$ cat src/rtl/riscv_pkg.sv
// Shared RISC-V fetch definitions: register width, the canonical NOP and the
// queue entry layout.
package riscv_pkg;

  localparam int unsigned XLEN = 32;

  localparam logic [XLEN-1:0] NOP = 32'h0000_0013;

  typedef struct packed {
    logic [XLEN-1:0] pc;
    logic [XLEN-1:0] instr;
  } fetch_entry_t;

endpackage

$ cat src/rtl/fifo_sync.sv
// Synchronous FIFO with a synchronous flush and an occupancy count output.
// DEPTH must be a power of two so that the read and write pointers wrap naturally.
module fifo_sync
  import riscv_pkg::*;
#(
  parameter int unsigned DEPTH = 4,
  parameter type entry_t = fetch_entry_t
) (
  input  logic                       clk,
  input  logic                       rstn,
  input  logic                       flush,
  input  logic                       push,
  input  entry_t                     wdata,
  input  logic                       pop,
  output entry_t                     rdata,
  output logic                       empty,
  output logic [$clog2(DEPTH+1)-1:0] count
);

  localparam int unsigned AW = $clog2(DEPTH);
  localparam int unsigned CW = $clog2(DEPTH+1);

  entry_t        mem [DEPTH];
  logic [AW-1:0] wptr;
  logic [AW-1:0] rptr;
  logic          full;
  logic          do_push;
  logic          do_pop;

  assign empty   = (count == '0);
  assign full    = (count == CW'(DEPTH));
  assign do_push = push & ~full;
  assign do_pop  = pop & ~empty;
  assign rdata   = mem[rptr];

  always_ff @(posedge clk) begin
    if (!rstn || flush) begin
      wptr  <= '0;
      rptr  <= '0;
      count <= '0;
    end else begin
      if (do_push) wptr <= wptr + 1'b1;
      if (do_pop)  rptr <= rptr + 1'b1;
      case ({do_push, do_pop})
        2'b10:   count <= count + 1'b1;
        2'b01:   count <= count - 1'b1;
        default: ;
      endcase
    end
  end

  always_ff @(posedge clk) begin
    if (do_push) mem[wptr] <= wdata;
  end

endmodule

$ cat src/rtl/fetch_queue.sv
// Instruction fetch front end: issues word-aligned memory requests, queues the
// in-order responses with their PCs and handles redirects by discarding
// responses that are still in flight. Defining FETCH_QUEUE_PERF_EN adds
// perf_empty_cnt_o, a count of cycles in which decode was ready but starved.
module fetch_queue
  import riscv_pkg::*;
#(
  parameter logic [XLEN-1:0] RESET_PC  = 32'h8000_0000,
  parameter int unsigned     DEPTH     = 4,
  parameter int unsigned     MAX_OUTST = 2
) (
  input  logic            clk_i,
  input  logic            rstn_i,
  input  logic            redirect_i,
  input  logic [XLEN-1:0] redirect_pc_i,
  output logic            imem_req_o,
  output logic [XLEN-1:0] imem_addr_o,
  input  logic            imem_gnt_i,
  input  logic            imem_rvalid_i,
  input  logic [XLEN-1:0] imem_rdata_i,
  output logic            instr_valid_o,
  output logic [XLEN-1:0] instr_o,
  output logic [XLEN-1:0] pc_o,
  input  logic            instr_ready_i
`ifdef FETCH_QUEUE_PERF_EN
  ,
  output logic [31:0]     perf_empty_cnt_o
`endif
);

  localparam int unsigned OW = $clog2(MAX_OUTST+1);
  localparam int unsigned CW = $clog2(DEPTH+1);

  logic [XLEN-1:0] fetch_pc;
  logic [XLEN-1:0] resp_pc;
  logic [XLEN-1:0] target_pc;
  logic [OW-1:0]   outst;
  logic [OW-1:0]   discard;
  logic [CW-1:0]   count;
  logic            empty;
  logic            gnt;
  logic            rsp;
  logic            push;
  logic            pop;
  logic            unused_pc_bits;
  fetch_entry_t    head;
  fetch_entry_t    wentry;

  assign target_pc      = {redirect_pc_i[XLEN-1:2], 2'b00};
  assign unused_pc_bits = ^redirect_pc_i[1:0];

  // Queue slots are reserved at request time, so a response can always be pushed.
  assign imem_req_o  = rstn_i & ~redirect_i
                     & (32'(outst) < MAX_OUTST)
                     & ((32'(count) + 32'(outst)) < DEPTH);
  assign imem_addr_o = fetch_pc;

  assign gnt  = imem_req_o & imem_gnt_i;
  assign rsp  = imem_rvalid_i & (outst != '0);
  assign push = rsp & (discard == '0) & ~redirect_i;

  assign instr_valid_o = ~empty & ~redirect_i;
  assign pop           = instr_valid_o & instr_ready_i;
  assign instr_o       = empty ? NOP : head.instr;
  assign pc_o          = empty ? resp_pc : head.pc;

  assign wentry.pc    = resp_pc;
  assign wentry.instr = imem_rdata_i;

  always_ff @(posedge clk_i) begin
    if (!rstn_i) begin
      fetch_pc <= RESET_PC;
      resp_pc  <= RESET_PC;
      outst    <= '0;
      discard  <= '0;
    end else begin
      outst <= outst + OW'(gnt) - OW'(rsp);
      if (redirect_i) begin
        // Everything still in flight (older discards included) becomes stale.
        fetch_pc <= target_pc;
        resp_pc  <= target_pc;
        discard  <= outst - OW'(rsp);
      end else begin
        if (gnt)  fetch_pc <= fetch_pc + XLEN'(4);
        if (push) resp_pc  <= resp_pc + XLEN'(4);
        if (rsp && (discard != '0)) discard <= discard - 1'b1;
      end
    end
  end

  fifo_sync #(
    .DEPTH   (DEPTH),
    .entry_t (fetch_entry_t)
  ) u_fifo (
    .clk   (clk_i),
    .rstn  (rstn_i),
    .flush (redirect_i),
    .push  (push),
    .wdata (wentry),
    .pop   (pop),
    .rdata (head),
    .empty (empty),
    .count (count)
  );

`ifdef FETCH_QUEUE_PERF_EN
  always_ff @(posedge clk_i) begin
    if (!rstn_i) begin
      perf_empty_cnt_o <= '0;
    end else if (instr_ready_i && !instr_valid_o) begin
      perf_empty_cnt_o <= perf_empty_cnt_o + 32'd1;
    end
  end
`endif

endmodule

$ cat config.mk
export PLATFORM = sky130hd
export DESIGN_NAME = fetch_queue
export DESIGN_NICKNAME = d
export VERILOG_FILES = /design/src/rtl/riscv_pkg.sv /design/src/rtl/fifo_sync.sv /design/src/rtl/fetch_queue.sv
export SDC_FILE = /design/constraint.sdc
export NUM_CORES = 1
export LEC_CHECK = 0
export ABC_AREA = 1
export BUFFER_PORTS_ARGS = -buffer_cell sky130_fd_sc_hd__buf_2
export CAP_MARGIN = 25
export CORE_MARGIN = 4
export CORE_UTILIZATION = 40
export CTS_CLUSTER_SIZE = 28
export DETAILED_ROUTE_END_ITERATION = 7
export SLEW_MARGIN = 10
export SYNTH_ARGS = -nofsm -noshare
export SYNTH_HDL_FRONTEND = slang
export SYNTH_HIERARCHICAL = 1
export SYNTH_SLANG_ARGS = --single-unit
$ cat constraint.sdc
create_clock -name clk_i -period 6.4 [get_ports clk_i]
set_input_delay 0.96 -clock clk_i [delete_from_list [all_inputs] [get_ports clk_i]]
set_output_delay 0.96 -clock clk_i [all_outputs]
set_load 0.02 [all_outputs]
==> impl_metrics.tcl <==
set metrics [dict create \
    synth_top_area_cell "edfxtp_1" \
    hold_viol 0 \
    avgSynthCellArea_um2 9.50 \
    numPortBuffers 163 \
    root_buffer "clkbuf_16" \
    cpPeakStageDelay_ns 0.71 \
    startpoint_type "register" \
    ir_drop_v 0.000199 \
    layout_commonest_cell "nand2_1" \
    via_per_inst 5.20 \
    ys_warn_count 6 \
    cp_max_fo 77 \
    fin_ws_ns 2.16 \
    grt_start_max_net_pins 78 \
    synthesis.area_mm2 0.0150 \
    grt_pass1_vias 10800 \
    hold_path_class "register to register" \
    p_per_area_mw_per_mm2 293 \
    dr_total_vias 11500 \
    place.gp.congestion 0.871 \
    routed_wl_um 39100 \
    antenna_found_initial 0 \
    pre_cts_slack_ns 2.66 \
    final_cell_mix "283 x nand2_1, 269 x nor2_1, 256 x edfxtp_1, 163 x buf_2, 140 x o21ai_0" \
    crit_type "register to output pin" \
    p_leak_nw 6.68 \
    antennaDiodeCount 0 \
    yosysTopAreaCellShare 0.513 \
    post_drt_wl_per_cell_um 17.6 \
    grt_pass1_wl_um 61100 \
    max-slew-margin-rel 0.303 \
    grt_usage 0.187 \
    cts-htree-levels 2 \
    syn2layout_area_growth_pct 15.9 \
    finalSetupViolations 0 \
    dp_hpwl_um 24500 \
    worstPathCellList "inv_4 > buf_4 > nor2_1 > o22ai_1 > nand2_1 > o21ai_0 > buf_2" \
    initial_core_util 0.407 \
    core_mm2 0.0368 \
    ys_types 42 \
    cp.required_ns 5.44 \
    outcome "complete, no violations" \
    synth_seq_cells 329 \
    seq_area_frac_synth 0.611 \
    ios 168 \
    fin_setup_tns_ns 0 \
    end_kind "output pin" \
    layout-drive-gt1-share 0.152 \
    worst_pin_slew_ns 1.05 \
    rsz0062_at_grt "false" \
    drtPass1Iterations 5 \
    fin_nets 1807 \
    cts.clk_slew.worst_paths_ns 0.05 \
    cts.repair.resized 0 \
    postRouteAntennaNets 0 \
    fin_crit_sh 0.662 \
    drtIter0Drc 720 \
    synth_area_leaders "edfxtp_1 51%, dfxtp_1 9.8%, nand2_1 7.1%, nor2_1 6.8%, o21ai_0 4.7%" \
    num_rows 70 \
    min_period_ns 4.24 \
    fmax_mhz 236 \
    cts.sinks 329 \
    cts_buffer_depth 3 \
    finalMaxSlewViolations 0 \
    die_w_um 202 \
    die_y_um 202 \
    synth_cells 1576 \
    clkLatencyLatePin_ns 0.52 \
    slowest_stage "inv_4" \
    maxCapViolations 0 \
    cts_tree "yes" \
    drcViolationCount 0 \
    cts_buffers 38 \
    r2r_slack_ns 3.53 \
    cts_setup_buffers 0 \
    crit_arrival_ns 3.28 \
    die_area_mm2 0.0406 \
    ctsHoldBuffers 0 \
    grt-ovfl-total 0 \
    skew_ns 0.0175 \
]
## state kept, by name, indices dropped and copies added (netlist names), named ones only
signal / flops
discard: 2
imem_addr_o: 30
outst: 2
resp_pc: 30
u_fifo/count: 3
u_fifo/mem: 256
u_fifo/rptr: 2
u_fifo/wptr: 2
## through the flow
step	area [um^2]	util	cells	hold slack, ns	power, W
2_1_floorplan	15000	-	1585	0.448	0.00278
3_3_place_gp	16100	0.437	2152	0.463	0.00296
3_5_place_dp	16100	0.437	2152	0.474	0.00297
4_1_cts	17400	0.472	2220	0.487	0.00514
5_1_grt	17400	0.472	2220	0.527	0.00529
6_report	17400	0.472	2220	0.490	0.00509
## kinds of logic after synthesis
| logic type | count (synthesis) | synth area share |
|---|---|---|
| and+or+nand+nor | 668 | 0.183 |
| AOI/OAI and AO/OA | 331 | 0.118 |
| DFF | 329 | 0.611 |
| buffers and inverters | 216 | 0.0652 |
| xor gates and xnor gates | 18 | 0.0105 |
| adders and majority gates | 13 | 0.0114 |
| other | 1 | 0.000250 |
## cells in the mapped netlist
library cell and n:
a31oi_1 13, conb_1 1, nand2_8 1, and2_1 1
o21ai_2 1, fa_1 1, nor3_2 1, o21ai_1 59
nand2_4 2, buf_6 15, o211ai_1 3, nand4_1 11
dfxtp_1 73, o21ai_0 140, edfxtp_1 256, nand2_2 2
nand3_1 74, nand2_1 283, inv_2 5, xnor2_1 3
nor3_4 1, buf_1 2, nor2_2 7, o31ai_1 1
clkbuf_2 4, nor2_1 273, xor2_1 15, clkinv_1 1
nor3_1 2, a21oi_1 46, buf_4 10, or2_2 6
inv_4 1, ha_1 12, buf_2 7, clkbuf_1 38
nor2_8 1, nor3b_1 1, inv_1 133, o21a_1 2
o22ai_1 66, nand3b_1 2
## worst max-delay path, delay by kind of cell (launching register included)
family | cells | cell delay, ns
AOI/OAI and AO/OA | 2 | 0.45
buffers and inverters | 3 | 1.57
DFF | 1 | 0.51
and+or+nand+nor | 2 | 0.16
## power by group
part / switching, W / internal, W
clock network: 0.000845 / 0.00132
logic: 0.000324 / 0.000142
registers: 0.0000736 / 0.00238
total: 0.00124 / 0.00384
## routing by layer
metal  share of wire  track usage  up-vias
li1                -            -     5657
met1            0.45        0.266     5397
met2            0.45        0.296      418
met3           0.070       0.0321       62
met4           0.026       0.0518        0
met5               0            0        -
## area by class of cell
class                   instances  area, um^2
inverters                     140         531
flip-flops and latches        329        9150
fillers                      3440       19400
multi-input cells            1040        4920
well taps                     468         586
clock buffers                  50        1050
clock inverters                18         218
repair buffers                175         906
## final timing paths
check | from | endpoint | cells after the start
min reg2reg | u_fifo/rptr[0] | u_fifo/rptr[0] | 2
max | register | pc_o[15] | 7
max reg2reg | outst[1] | u_fifo/mem[2][5] | 8
min | u_fifo/rptr[0] | u_fifo/rptr[0] | 2
No activity file was read; power rests on OpenSTA's default activity.
